File: config.mk
export PLATFORM = sky130hd
export DESIGN_NAME = mc_sequencer
export DESIGN_NICKNAME = d
export VERILOG_FILES = /design/src/rtl/mc_pkg.sv /design/src/rtl/mc_decode.sv /design/src/rtl/mc_sequencer.sv
export SDC_FILE = /design/constraint.sdc
export NUM_CORES = 1
export LEC_CHECK = 0
export CAP_MARGIN = 20
export CORE_AREA = 2 2 80 82
export DETAILED_ROUTE_END_ITERATION = 10
export DIE_AREA = 0 0 82 84
export MAX_ROUTING_LAYER = met4
export PLACE_DENSITY = 0.76
export SETUP_SLACK_MARGIN = 0.3
export SYNTH_ARGS = -nofsm -noshare
export SYNTH_HDL_FRONTEND = slang
export SYNTH_SLANG_ARGS = --single-unit
File: constraint.sdc
create_clock -name clk -period 2.8 [get_ports clk]
set_clock_uncertainty 0.1 [all_clocks]
set_input_delay 0.42 -clock clk [delete_from_list [all_inputs] [get_ports clk]]
set_output_delay 0.42 -clock clk [all_outputs]
set_load 0.01 [all_outputs]
File: src/rtl/mc_pkg.sv
// Shared encodings for the multi-cycle sequencer and the datapath muxes it steers.
// States, instruction classes, opcode/funct values and select encodings.
package mc_pkg;

    typedef enum logic [3:0] {
        ST_FETCH,
        ST_DECODE,
        ST_EXEC,
        ST_MEM_ADDR,
        ST_MEM_RD,
        ST_MEM_WR,
        ST_WB_ALU,
        ST_WB_MEM,
        ST_BRANCH,
        ST_JUMP,
        ST_HALT
    } state_t;

    typedef enum logic [2:0] {
        CLS_RTYPE,
        CLS_IMM,
        CLS_LW,
        CLS_SW,
        CLS_BRANCH,
        CLS_J,
        CLS_JAL,
        CLS_ILLEGAL
    } instr_class_t;

    localparam logic [5:0] OP_RTYPE = 6'h00, OP_J    = 6'h02, OP_JAL   = 6'h03;
    localparam logic [5:0] OP_BEQ   = 6'h04, OP_BNE  = 6'h05, OP_BLEZ  = 6'h06, OP_BGTZ = 6'h07;
    localparam logic [5:0] OP_ADDI  = 6'h08, OP_SLTI = 6'h0a, OP_SLTIU = 6'h0b;
    localparam logic [5:0] OP_ANDI  = 6'h0c, OP_ORI  = 6'h0d, OP_XORI  = 6'h0e;
    localparam logic [5:0] OP_LW    = 6'h23, OP_SW   = 6'h2b;

    localparam logic [5:0] F_SLL  = 6'h00, F_SRL  = 6'h02, F_SRA  = 6'h03;
    localparam logic [5:0] F_SLLV = 6'h04, F_SRLV = 6'h06, F_SRAV = 6'h07;
    localparam logic [5:0] F_ADD  = 6'h20, F_SUB  = 6'h22, F_AND  = 6'h24, F_OR   = 6'h25;
    localparam logic [5:0] F_XOR  = 6'h26, F_NOR  = 6'h27, F_SLT  = 6'h2a, F_SLTU = 6'h2b;

    localparam logic [1:0] PC_SRC_SEQ = 2'b00, PC_SRC_BRANCH = 2'b01, PC_SRC_JUMP = 2'b10;
    localparam logic [1:0] WB_SEL_ALU = 2'b00, WB_SEL_MEM    = 2'b01, WB_SEL_PC4  = 2'b10;
    localparam logic [1:0] DST_RT     = 2'b00, DST_RD        = 2'b01, DST_RA      = 2'b10;
    localparam logic [1:0] ALU_PC4    = 2'b00, ALU_BRANCH    = 2'b01, ALU_EXEC    = 2'b10;
    localparam logic [1:0] ERR_NONE   = 2'b00, ERR_ILLEGAL   = 2'b01, ERR_TIMEOUT = 2'b10;

endpackage

File: src/rtl/mc_decode.sv
// Combinational instruction classifier: {opcode, funct} -> class, legal.
// Zero latency; no handshake.
module mc_decode
    import mc_pkg::*;
(
    input  logic [5:0]   opcode,
    input  logic [5:0]   funct,
    output instr_class_t cls,
    output logic         legal
);

    always_comb begin
        cls = CLS_ILLEGAL;
        case (opcode)
            OP_RTYPE: begin
                case (funct)
                    F_ADD, F_SUB, F_AND, F_OR, F_XOR, F_NOR, F_SLT, F_SLTU,
                    F_SLL, F_SRL, F_SRA, F_SLLV, F_SRLV, F_SRAV: cls = CLS_RTYPE;
                    default:                                       cls = CLS_ILLEGAL;
                endcase
            end
            OP_ADDI, OP_SLTI, OP_SLTIU, OP_ANDI, OP_ORI, OP_XORI: cls = CLS_IMM;
            OP_LW:                                               cls = CLS_LW;
            OP_SW:                                               cls = CLS_SW;
            OP_BEQ, OP_BNE, OP_BLEZ, OP_BGTZ:                    cls = CLS_BRANCH;
            OP_J:                                                cls = CLS_J;
            OP_JAL:                                              cls = CLS_JAL;
            default:                                             cls = CLS_ILLEGAL;
        endcase
        legal = (cls != CLS_ILLEGAL);
    end

endmodule

File: src/rtl/mc_sequencer.sv
// Multi-cycle control FSM sharing one memory port and one ALU across instruction phases.
// Moore outputs; memory strobes qualified by mem_ready in the same cycle; halts on timeout/illegal.
module mc_sequencer
    import mc_pkg::*;
#(
    parameter int MEM_TIMEOUT = 15,
    parameter int CNT_W       = 32
) (
    input  logic             clk,
    input  logic             rst_n,
    input  logic [5:0]       opcode,
    input  logic [5:0]       funct,
    input  logic             cond_true,
    input  logic             mem_ready,
    output logic             pc_en,
    output logic [1:0]       pc_src,
    output logic             ir_load,
    output logic             mem_req,
    output logic             mem_we,
    output logic             addr_sel,
    output logic [1:0]       alu_phase,
    output logic             reg_we,
    output logic [1:0]       wb_sel,
    output logic [1:0]       dst_sel,
    output logic             instr_done,
    output logic             halted,
    output logic [1:0]       err_code,
    output logic [CNT_W-1:0] retired
);

    state_t       state;
    logic [7:0]   wait_cnt;
    instr_class_t cls;
    logic         legal;
    logic         mem_phase;
    logic         wait_cyc;
    logic         timeout;

    mc_decode u_decode (
        .opcode (opcode),
        .funct  (funct),
        .cls    (cls),
        .legal  (legal)
    );

    assign mem_phase = (state == ST_FETCH) || (state == ST_MEM_RD) || (state == ST_MEM_WR);
    assign wait_cyc  = mem_phase && !mem_ready;
    // The limit is only acted on when the reply is still missing; a reply in that cycle wins.
    assign timeout   = wait_cyc && (wait_cnt == 8'(MEM_TIMEOUT));
    assign halted    = (state == ST_HALT);

    always_comb begin
        pc_en      = 1'b0;
        pc_src     = PC_SRC_SEQ;
        ir_load    = 1'b0;
        mem_req    = 1'b0;
        mem_we     = 1'b0;
        addr_sel   = 1'b0;
        alu_phase  = ALU_PC4;
        reg_we     = 1'b0;
        wb_sel     = WB_SEL_ALU;
        dst_sel    = DST_RT;
        instr_done = 1'b0;
        case (state)
            ST_FETCH: begin
                mem_req = 1'b1;
                ir_load = mem_ready;
                pc_en   = mem_ready;
            end
            ST_DECODE:   alu_phase = ALU_BRANCH;
            ST_EXEC:     alu_phase = ALU_EXEC;
            ST_MEM_ADDR: alu_phase = ALU_EXEC;
            ST_MEM_RD: begin
                mem_req  = 1'b1;
                addr_sel = 1'b1;
            end
            ST_MEM_WR: begin
                mem_req    = 1'b1;
                addr_sel   = 1'b1;
                mem_we     = 1'b1;
                instr_done = mem_ready;
            end
            ST_WB_ALU: begin
                reg_we     = 1'b1;
                dst_sel    = (cls == CLS_RTYPE) ? DST_RD : DST_RT;
                instr_done = 1'b1;
            end
            ST_WB_MEM: begin
                reg_we     = 1'b1;
                wb_sel     = WB_SEL_MEM;
                instr_done = 1'b1;
            end
            ST_BRANCH: begin
                alu_phase  = ALU_EXEC;
                pc_src     = PC_SRC_BRANCH;
                pc_en      = cond_true;
                instr_done = 1'b1;
            end
            ST_JUMP: begin
                pc_en      = 1'b1;
                pc_src     = PC_SRC_JUMP;
                instr_done = 1'b1;
                if (cls == CLS_JAL) begin
                    reg_we  = 1'b1;
                    wb_sel  = WB_SEL_PC4;
                    dst_sel = DST_RA;
                end
            end
            default: ;
        endcase
        // Strobes drop the instant reset asserts, even mid-request.
        if (!rst_n) begin
            pc_en      = 1'b0;
            ir_load    = 1'b0;
            mem_req    = 1'b0;
            mem_we     = 1'b0;
            addr_sel   = 1'b0;
            reg_we     = 1'b0;
            instr_done = 1'b0;
        end
    end

    always_ff @(posedge clk or negedge rst_n) begin
        if (!rst_n) begin
            state    <= ST_FETCH;
            wait_cnt <= '0;
            err_code <= ERR_NONE;
            retired  <= '0;
        end else begin
            if (instr_done)
                retired <= retired + CNT_W'(1);
            wait_cnt <= wait_cyc ? wait_cnt + 8'd1 : 8'd0;
            case (state)
                ST_FETCH, ST_MEM_RD, ST_MEM_WR: begin
                    if (mem_ready) begin
                        case (state)
                            ST_FETCH:  state <= ST_DECODE;
                            ST_MEM_RD: state <= ST_WB_MEM;
                            default:   state <= ST_FETCH;
                        endcase
                    end else if (timeout) begin
                        state    <= ST_HALT;
                        err_code <= ERR_TIMEOUT;
                    end
                end
                ST_DECODE: begin
                    if (!legal) begin
                        state    <= ST_HALT;
                        err_code <= ERR_ILLEGAL;
                    end else begin
                        case (cls)
                            CLS_RTYPE, CLS_IMM: state <= ST_EXEC;
                            CLS_LW, CLS_SW:     state <= ST_MEM_ADDR;
                            CLS_BRANCH:         state <= ST_BRANCH;
                            default:            state <= ST_JUMP;
                        endcase
                    end
                end
                ST_EXEC:     state <= ST_WB_ALU;
                ST_MEM_ADDR: state <= (cls == CLS_SW) ? ST_MEM_WR : ST_MEM_RD;
                ST_WB_ALU, ST_WB_MEM, ST_BRANCH, ST_JUMP: state <= ST_FETCH;
                default:     state <= ST_HALT;
            endcase
        end
    end

endmodule

==> metrics, run 1 <==
status completed; Starting DRT DRC Count 118; latest clock arrival within the worst-skew pair 0.30 ns; Die Wd 82 µm; CP Depth 5; core area 6100 µm²; Worst Tran Pin Value 0.733 ns; # H-tree levels 2; row cnt 29; post-synthesis cell area 2650 µm²; fillers approximately 520; DIE AREA around 7000 µm²; Total Wirelength roughly 6.4 mm; worst r2r dst retired[21]; fmax 407 MHz; gr usage total 0.203; Post-synth top cells dfrtp_1, xnor2_1, nor2_1; Syn Inst Count 274; critical path startpoint category flip-flop; reg2reg path depth 4; Die Ht 84 µm; ANT cells 0; largest net degree at the start of global routing 45; worst setup path endpoint instr_done; vias per cell 5.56; hold_ws 0.211 ns; Most used DFF post-synth dfrtp_1; count of final setup violators 0; R2R Path Start retired[4]; number of I/O pins 66; Post-synth EDFFs 0; register area around 1200 µm²; clock sinks 46; Worst Setup End Kind output port; TritonCTS Buffers 5; share of cells above drive strength 1 0.176; IO buf count 65; Finished Cell Area 3660 µm²; Seq cells post-synth 46; CP startpoint state[1]; Synth Area per Inst 9.65 µm²; clock transition at the registers of the reported paths 0.09 ns; Nets 381; Slew Limit Fails 0; Worst path slowest cell clkdlybuf4s50_1; CTS root buffer clkbuf_8; normalized max-slew margin 0.507; mux cell area share after synthesis 0.00851; Post-Layout Cell Count between 400 and 500; RSZ-0062 raised after global routing true; power per cell area 566 nW/µm²; DRC 0; post-synth cell types between 50 and 60; placed cell area roughly 3500 µm²; Tmin final ~2.5 ns; top cell type's share of synthesized area 0.435; P_leak 1.70 nW; setup_tns 0 ns; Avg WL per Cell 14.6 µm; CTS tree built; first-pass GRT wire length 10.8 mm; critical path, cell by cell buf_4 -> a21o_1 -> a32oi_2 -> inv_2 -> clkdlybuf4s50_1; Synth Net Count slightly below 300; total grt overflow 0; Cells after DPL 428; clock buffer depth 2; Compound-Gate Fraction of Synth Area 0.0941; Critical Path RT 2.28 ns; CP max FO 12; ys async rst share 1.00; vias in the first global route 2356; fin crit share 0.877; register area share after synthesis 0.435; adder-cell share of the synthesized area 0.00946; r2r setup slk 0.60 ns; delay-heaviest family, CP buffers and inverters; antenna-violating nets left 0; Hold Crit Class in -> async; DP Wirelength roughly 4.6 mm; XOR/XNOR Fraction of Synth Area 0.119; slowest cell delay on critical path between 0.4 and 0.5 ns; initial antenna violation count 0; vias 2448; placer congestion estimate 0.900; most area-consuming cells after synthesis dfrtp_1, xnor2_1, xor2_1; VDD IR max about 0.00033 V; total power 2.07 mW; WS Path Type reg -> out; largest family of logic cells by synthesized area simple AND/OR/NAND/NOR gates; Final Hold Viols 0; Simple-Gate Fraction of Synth Area 0.298; cell taking the most area after synthesis dfrtp_1; WP buf/inv 3; Starting Density 0.434; Yosys Warn Count 0; Multi-input gate area 1430 µm²; most frequent cell after synthesis dfrtp_1; DRT Pass-1 Iters 4; Max-Cap Viols 0; arrival time at the worst endpoint around 1.9 ns; area grow syn2layout 38.5%
-- worst min-delay path by stage --
| stage | end | cells past startpoint | startpoint |
|---|---|---|---|
| floorplan | err_code[0] | 0 | rst_n |
| global placement | state[2] | 1 | rst_n |
| detailed placement | state[2] | 1 | rst_n |
| CTS | retired[4] | 2 | rst_n |
| global route | retired[17] | 2 | rst_n |
| finish | retired[4] | 2 | rst_n |
-- layout make-up --
class / instances / share of cell area
multi-input cells: 206 / 0.391
flip-flops and latches: 46 / 0.315
repair buffers: 92 / 0.234
well taps: 77 / 0.0263
clock buffers: 5 / 0.0188
inverters: 12 / 0.0123
clock inverters: 2 / 0.00273
-- routing by layer --
| metal | track usage | wire, µm | vias to the layer above |
|---|---|---|---|
| met3 | 0.0303 | 193 | 8 |
| met1 | 0.262 | 2930 | 1202 |
| met2 | 0.333 | 3220 | 72 |
| met5 | - | 0 | - |
| met4 | 0.0500 | 89 | 0 |
| li1 | - | - | 1166 |
-- where the power goes --
part	switching [mW]	internal, mW
clock	0.223	0.168
combinational	0.427	0.421
sequential	0.0936	0.739
total	0.744	1.33
-- sequential cells by signal, indices dropped and copies added (netlist names) --
name,count
err_code,2
retired,32
state,4
wait_cnt,8
-- stage by stage --
step                      setup slack [ns]  utilization
after CTS                            0.287        0.594
after global routing                 0.254        0.601
after floorplan                      0.607            -
after detailed placement            -0.161        0.575
after global placement              -0.133        0.575
final                                0.345        0.601
-- cell families (layout without fill, tap and decap cells) --
family,count (synthesis),in the layout
AO/OA/AOI/OAI,36,36
XOR/XNOR,36,36
adder cells (fa/ha/maj),2,2
buffers and inverters,22,111
flip-flops,46,46
multiplexers,2,2
AND/OR/NAND/NOR,130,130
-- cell usage in the layout, fill, tap and decap left out, types with 2 or more instances in the layout --
cell type,n
buf_2,3
a21o_1,3
nand2_1,18
o21ai_0,5
a21oi_1,7
nor3_1,9
nor4_2,8
or4_1,4
xor2_1,14
nand4_2,2
ha_1,2
xnor2_1,22
buf_4,26
clkinv_2,2
mux2_2,2
or4_4,2
clkdlybuf4s50_1,45
nand4_1,10
dlymetal6s2s_1,12
or3_1,4
and2_1,5
nor3_2,2
dlygate4sd2_1,3
o21ai_1,3
dfrtp_1,44
nor2b_1,5
dfrtp_2,2
nor4_1,7
and3_1,6
nand3_1,11
nor3b_1,3
clkbuf_2,2
clkbuf_8,5
a211oi_1,3
nand2b_1,5
nor2_1,19
inv_1,11
nand3b_1,2
-- what timing repair did --
action                                  CTS  global route
buffers inserted                          4             0
resized for setup                        21            19
hold endpoints to repair                  2             0
gates cloned                              0             0
pin swaps                                 3             3
hold buffers                              1             0
endpoints found under the setup margin   10            10
Power figures use the tool's default switching activity.
==> run 2: changes to the inputs <==
CORE_AREA = 2 2 78 80   (was 2 2 80 82)
DIE_AREA = 0 0 80 82   (was 0 0 82 84)
SYNTH_HIERARCHICAL = 1   (was not set)
==> metrics, run 2 <==
critical path, cell by cell buf_6 -> a21boi_2 -> o311a_1 -> a221oi_4 -> buf_6 -> nand2_4 -> or4_4 -> nor3_2 -> buf_2; met2 wire len 3.22 mm (-0.25%); slowest cell delay on critical path 0.52 ns (+0.04 ns); number of I/O pins 66 (unchanged); reg2reg path depth 5 (+1); largest reg by FF count retired; placed cell area 3360 µm² (-3.9%); worst r2r dst retired[31]; Worst Tran Pin Value 0.374 ns (-0.359 ns); antenna-violating nets left 0 (unchanged); core area 5750 µm² (-5.7%); TritonCTS Buffers 5 (unchanged); CP startpoint funct[0]; Switching Share 0.347 (-0.0117); first-pass GRT wire length 10.6 mm (-2.3%); Tmin final 2.88 ns (+0.421 ns); Hold Crit Class in -> async; Avg WL per Cell 14.7 µm (+0.47%); power per cell area 606 nW/µm² (+7.0%); DP Wirelength 4.31 mm (-6.6%); Die Wd 80 µm (-2.4%); Starting DRT DRC Count 120 (+1.7%); Clock Power Share 0.227 (+0.038); hold_ws 0.0540 ns (-0.157 ns); Max-Cap Viols 0 (unchanged); CP max FO 3 (-9); P_sw 756 µW (+1.6%); fmax 348 MHz (-15%); gr usage total 0.209 (+0.00607); top flop regs retired: 32 flops, wait_cnt: 8 flops, state: 4 flops; Int Pwr 1.42 mW (+7.0%); M1 WL 2.79 mm (-4.7%); placer congestion estimate 0.879 (-2.3%); Die Ht 82 µm (-2.4%); Seq cells post-synth 46 (unchanged); Slew Limit Fails 0 (unchanged); register area share after synthesis 0.459 (+0.0237); clock buffer depth 2 (unchanged); ys async rst share 1.00 (unchanged); Final Hold Viols 0 (unchanged); Synth Area per Inst 9.40 µm² (-2.7%); vias 2292 (-6.4%); vias in the first global route 2255 (-4.3%); latest clock arrival within the worst-skew pair 0.30 ns (about the same); Post-synth top cells dfrtp_1, nor2_1, nand2_1; ANT cells 0 (unchanged); status finished with violations; Starting Density 0.437 (+0.00272); IO buf count 65 (unchanged); Synth Net Count 285 (-2.4%); VDD IR max 0.000411 V (+23%); share of cells above drive strength 1 0.217 (+0.0410); violated checks negative setup slack; max FFs per register 32 (unchanged); # H-tree levels 2 (unchanged); Worst path slowest cell or4_4; RSZ-0062 raised after global routing true; Most used DFF post-synth dfrtp_1; Worst Setup End Kind output port; post-synthesis cell area 2510 µm² (-5.2%); initial antenna violation count 0 (unchanged); largest net degree at the start of global routing 30 (-33%); met3 wire length 284 µm (+47%); Final Worst Setup Slack -0.0759 ns (-0.421 ns); DRT Pass-1 Iters 4 (unchanged); most frequent cells in the layout clkdlybuf4s50_1, dfrtp_1, nor2_1; CP dominant cell by count buf_6; fin crit share 1.03 (+0.150); critical path startpoint category primary input; WS Path Type in -> out; row cnt 28 (-3.4%); CTS tree built; P_leak 1.54 nW (-9.4%); CTS root buffer clkbuf_8; most frequent cell after synthesis dfrtp_1; r2r setup slk 0.61 ns (about the same); clock transition at the registers of the reported paths 0.09 ns (about the same); top cell type's share of synthesized area 0.459 (+0.0237); Critical Path RT 2.28 ns (about the same); Post-synth EDFFs 0 (unchanged); Yosys Warn Count 6 (+6); cts hold-fix bufs 0 (-1); vias per cell 5.28 (-5.1%); clock sinks 46 (unchanged); post-synth cell types 48 (-7.7%); DIE AREA 6560 µm² (-4.8%); area grow syn2layout 43.3%; most common cell after layout, fill and taps aside clkdlybuf4s50_1; max layer used met4; most area-consuming cells after synthesis dfrtp_1, xor2_1, xnor2_1; Nets 376 (-1.3%); DRC 0 (unchanged); normalized max-slew margin 0.748 (+0.241); R2R Path Start state[3]; count of final setup violators 1 (+1); Finished Cell Area 3590 µm² (-1.8%); Sequential Power Share 0.414 (+0.012); cell taking the most area after synthesis dfrtp_1; Syn Inst Count 267 (-2.6%); arrival time at the worst endpoint 2.36 ns (+0.42 ns); total grt overflow 0 (unchanged); Total Wirelength 6.38 mm (-0.90%); combinational power share 0.359 (-0.050)
## run 2: power groups by stage
stage	clock network (mW)	logic, mW	registers, mW
2_1_floorplan	0	0.437	0.857
3_3_place_gp	0	0.698	0.903
3_5_place_dp	0	0.708	0.907
4_1_cts	0.507	0.727	0.898
5_1_grt	0.538	0.856	0.923
6_report	0.494	0.782	0.901
## run 2: cells by family (layout without fill, tap and decap cells)
| logic type | count (synthesis) | after routing | share of synthesized area |
|---|---|---|---|
| fa+ha+maj | 2 | 2 | 0.00997 |
| xor+xnor | 37 | 37 | 0.129 |
| simple gates | 128 | 128 | 0.266 |
| compound gates | 31 | 31 | 0.0848 |
| flops | 46 | 46 | 0.459 |
| mux | 3 | 3 | 0.0125 |
| buf+inv | 20 | 112 | 0.0389 |
## run 2: stage by stage
stage               instances   util  TNS [ns]  power (mW)  setup WS, ns
floorplan                 267      -         0        1.29         0.224
global placement          419  0.586     -2.15        1.60        -0.670
detailed placement        419  0.586     -2.36        1.62        -0.731
CTS                       430  0.618   -0.0315        2.13       -0.0315
global route              434  0.626    -0.129        2.32        -0.108
finish                    434  0.626   -0.0759        2.18       -0.0759
## run 2: worst max-delay path by stage
stage | endpoint | slack, ns | cells after the start
detailed placement | dst_sel[0] | -0.73 | 8
global route | dst_sel[0] | -0.11 | 9
finish | dst_sel[0] | -0.08 | 9
CTS | dst_sel[0] | -0.03 | 9
floorplan | dst_sel[0] | 0.22 | 6
global placement | dst_sel[0] | -0.67 | 8
## run 2: worst max-delay path: cells and delay by family
kind                   cells  cell delay, ns
and+or+nand+nor            3            0.71
AOI/OAI and AO/OA          3            0.82
buffers and inverters      3            0.41
## run 2: routing by layer
metal / track usage / vias up
met4: 0.0542 / 0
met2: 0.346 / 76
met3: 0.0363 / 8
li1: - / 1104
met5: - / -
met1: 0.269 / 1104
## run 2: final cells by class
cell class | instances | area [µm²]
clock inverter | 3 | 45.0
sequential | 46 | 1160
tap | 75 | 93.8
fill | 494 | 2150
multi-input combinational | 201 | 1390
clock buffer | 5 | 68.8
timing repair buffer | 90 | 785
inverter | 14 | 53.8
## run 2: repair_timing
action | 4_1_cts | 5_1_grt
setup endpoints to repair | 6 | 9
gates resized for setup | 60 | 23
setup buffers | 3 | 4
pin swaps | 7 | 9
==> run 3: changes to the inputs <==
DONT_BUFFER_PORTS = 1   (was not set)
PLACE_DENSITY = 0.62   (was 0.76)
==> metrics, run 3 (same netlist as run 2, synthesis figures left out) <==
postcts setup bufs 0 (-3); fmax 387 MHz (+11%); top flop regs retired: 32 flops, wait_cnt: 8 flops, state: 4 flops; DIE AREA 6560 µm² (unchanged); Worst Tran Pin Value 0.555 ns (+0.181 ns); Critical Path RT 2.28 ns (about the same); Die Wd 80 µm (unchanged); fillers 549 (+11%); worst r2r dst retired[28]; vias in the first global route 1799 (-20%); CTS root buffer clkbuf_8; number of I/O pins 66 (unchanged); arrival time at the worst endpoint 2.06 ns (-0.30 ns); VDD IR max 0.000429 V (+4.5%); total grt overflow 0 (unchanged); critical path startpoint category primary input; CTS tree built; fin crit share 0.922 (-0.105); WHS Path Cells 3; initial antenna violation count 0 (unchanged); vias 1928 (-16%); IO buf count 0 (-100%); DP Wirelength 3.65 mm (-15%); largest net degree at the start of global routing 47 (+57%); Final Hold Viols 0 (unchanged); most frequent cells in the layout dfrtp_1, nor2_1, nand2_1; DRT Pass-1 Iters 4 (unchanged); clock buffer depth 2 (unchanged); setup_tns 0 ns (+0.0759 ns); R2R Path Start state[3]; row cnt 28 (unchanged); share of cells above drive strength 1 0.0952 (-0.122); normalized max-slew margin 0.627 (-0.121); reg2reg path depth 5 (unchanged); antenna-violating nets left 0 (unchanged); most common cell after layout, fill and taps aside dfrtp_1; worst slack at placement 0.164 ns (+0.895 ns); # H-tree levels 2 (unchanged); largest reg by FF count retired; Die Ht 82 µm (unchanged); power per cell area 649 nW/µm² (+7.2%); area grow syn2layout 9.63%; Final Worst Setup Slack 0.217 ns (+0.293 ns); ANT cells 0 (unchanged); placer congestion estimate 0.801 (-8.9%); r2r setup slk 0.51 ns (-0.10 ns); DRC 0 (unchanged); clock transition at the registers of the reported paths 0.09 ns (about the same); count of final setup violators 0 (-1); WS Path Type in -> out; max FFs per register 32 (unchanged); clock sinks 46 (unchanged); hold path start mem_ready; first-pass GRT wire length 8.15 mm (-23%); RSZ-0062 raised after global routing true; Slew Limit Fails 0 (unchanged); Starting DRT DRC Count 67 (-44%); Worst Setup End Kind output port; latest clock arrival within the worst-skew pair 0.30 ns (about the same); vias per cell 5.54 (+4.9%); core area 5750 µm² (unchanged); gr usage total 0.162 (-0.0474); Total Wirelength 5.06 mm (-21%); Hold Crit Class in -> reg; Avg WL per Cell 14.5 µm (-1.1%); Tmin final 2.58 ns (-0.293 ns); Nets 290 (-23%); Starting Density 0.437 (unchanged); status completed; P_leak 1.16 nW (-25%); Max-Cap Viols 0 (unchanged); Hold Path End state[3]; TritonCTS Buffers 5 (unchanged); CP max FO 6 (+3)
## run 3: changes by cell type in the layout (fill, tap and decap cells not counted), moves of 2 or more
| cell | before | now |
|---|---|---|
| buf_2 | 8 | 0 |
| buf_4 | 22 | 1 |
| buf_6 | 4 | 1 |
| clkbuf_2 | 5 | 0 |
| clkdlybuf4s15_1 | 2 | 0 |
| clkdlybuf4s50_1 | 48 | 0 |
| dfrtp_1 | 42 | 46 |
| dfrtp_2 | 4 | 0 |
| nand2_4 | 2 | 0 |
| nor2b_1 | 2 | 4 |
| nor3_1 | 13 | 15 |
| nor3_2 | 2 | 0 |
| nor4_4 | 3 | 1 |
## run 3: layout make-up
| class | instances | area (µm²) | share of cell area |
|---|---|---|---|
| multi-input cells | 201 | 1300 | 0.474 |
| flip-flops and latches | 46 | 1150 | 0.419 |
| well taps | 75 | 93.8 | 0.0341 |
| clock buffers | 5 | 68.8 | 0.0250 |
| repair buffers | 4 | 56.3 | 0.0205 |
| inverters | 14 | 52.6 | 0.0191 |
| clock inverters | 3 | 23.8 | 0.00864 |
## run 3: report_power, final
group	internal (mW)	switching, mW	total [mW]
registers	0.750	0.182	0.932
logic	0.175	0.270	0.445
clock network	0.179	0.230	0.408
## run 3: worst max path at each step
stage              from          to  slack (ns)  cells after the start
4_1_cts        funct[0]  dst_sel[0]        0.20                      7
2_1_floorplan  funct[0]  dst_sel[0]        0.22                      6
5_1_grt        funct[0]  dst_sel[0]        0.14                      7
3_5_place_dp   funct[0]  dst_sel[0]        0.16                      7
3_3_place_gp   funct[0]  dst_sel[0]        0.20                      7
6_report       funct[0]  dst_sel[0]        0.22                      7
## run 3: timing repair
action,CTS,global route
hold buffers,2,0
resized for setup,3,2
pin swaps,0,1
hold endpoints to repair,46,0
setup endpoints to repair,1,2
## run 3: critical path, cell delays in order
cell,delay [ns]
a21boi_1,0.11
o311a_1,0.32
a221oi_4,0.36
buf_6,0.16
nand2_2,0.08
or4_4,0.44
nor3_4,0.17
## run 3: metrics by stage
stage               power, mW  hold slack [ns]  utilization  std cells  cell area, µm²
CTS                      1.80            0.319        0.477        348            2740
floorplan                1.29           0.0244            -        267            2530
global placement         1.36           0.0253        0.452        338            2600
global route             1.90            0.334        0.479        348            2750
finish                   1.79            0.331        0.479        348            2750
detailed placement       1.37           0.0251        0.452        338            2600
## run 3: per-layer routing
metal / global-route usage / up-vias / wire, µm
met5: - / - / 0
met4: 0.0356 / 0 / 43
met3: 0.0560 / 5 / 329
met2: 0.251 / 52 / 2320
met1: 0.206 / 942 / 2370
li1: - / 929 / -
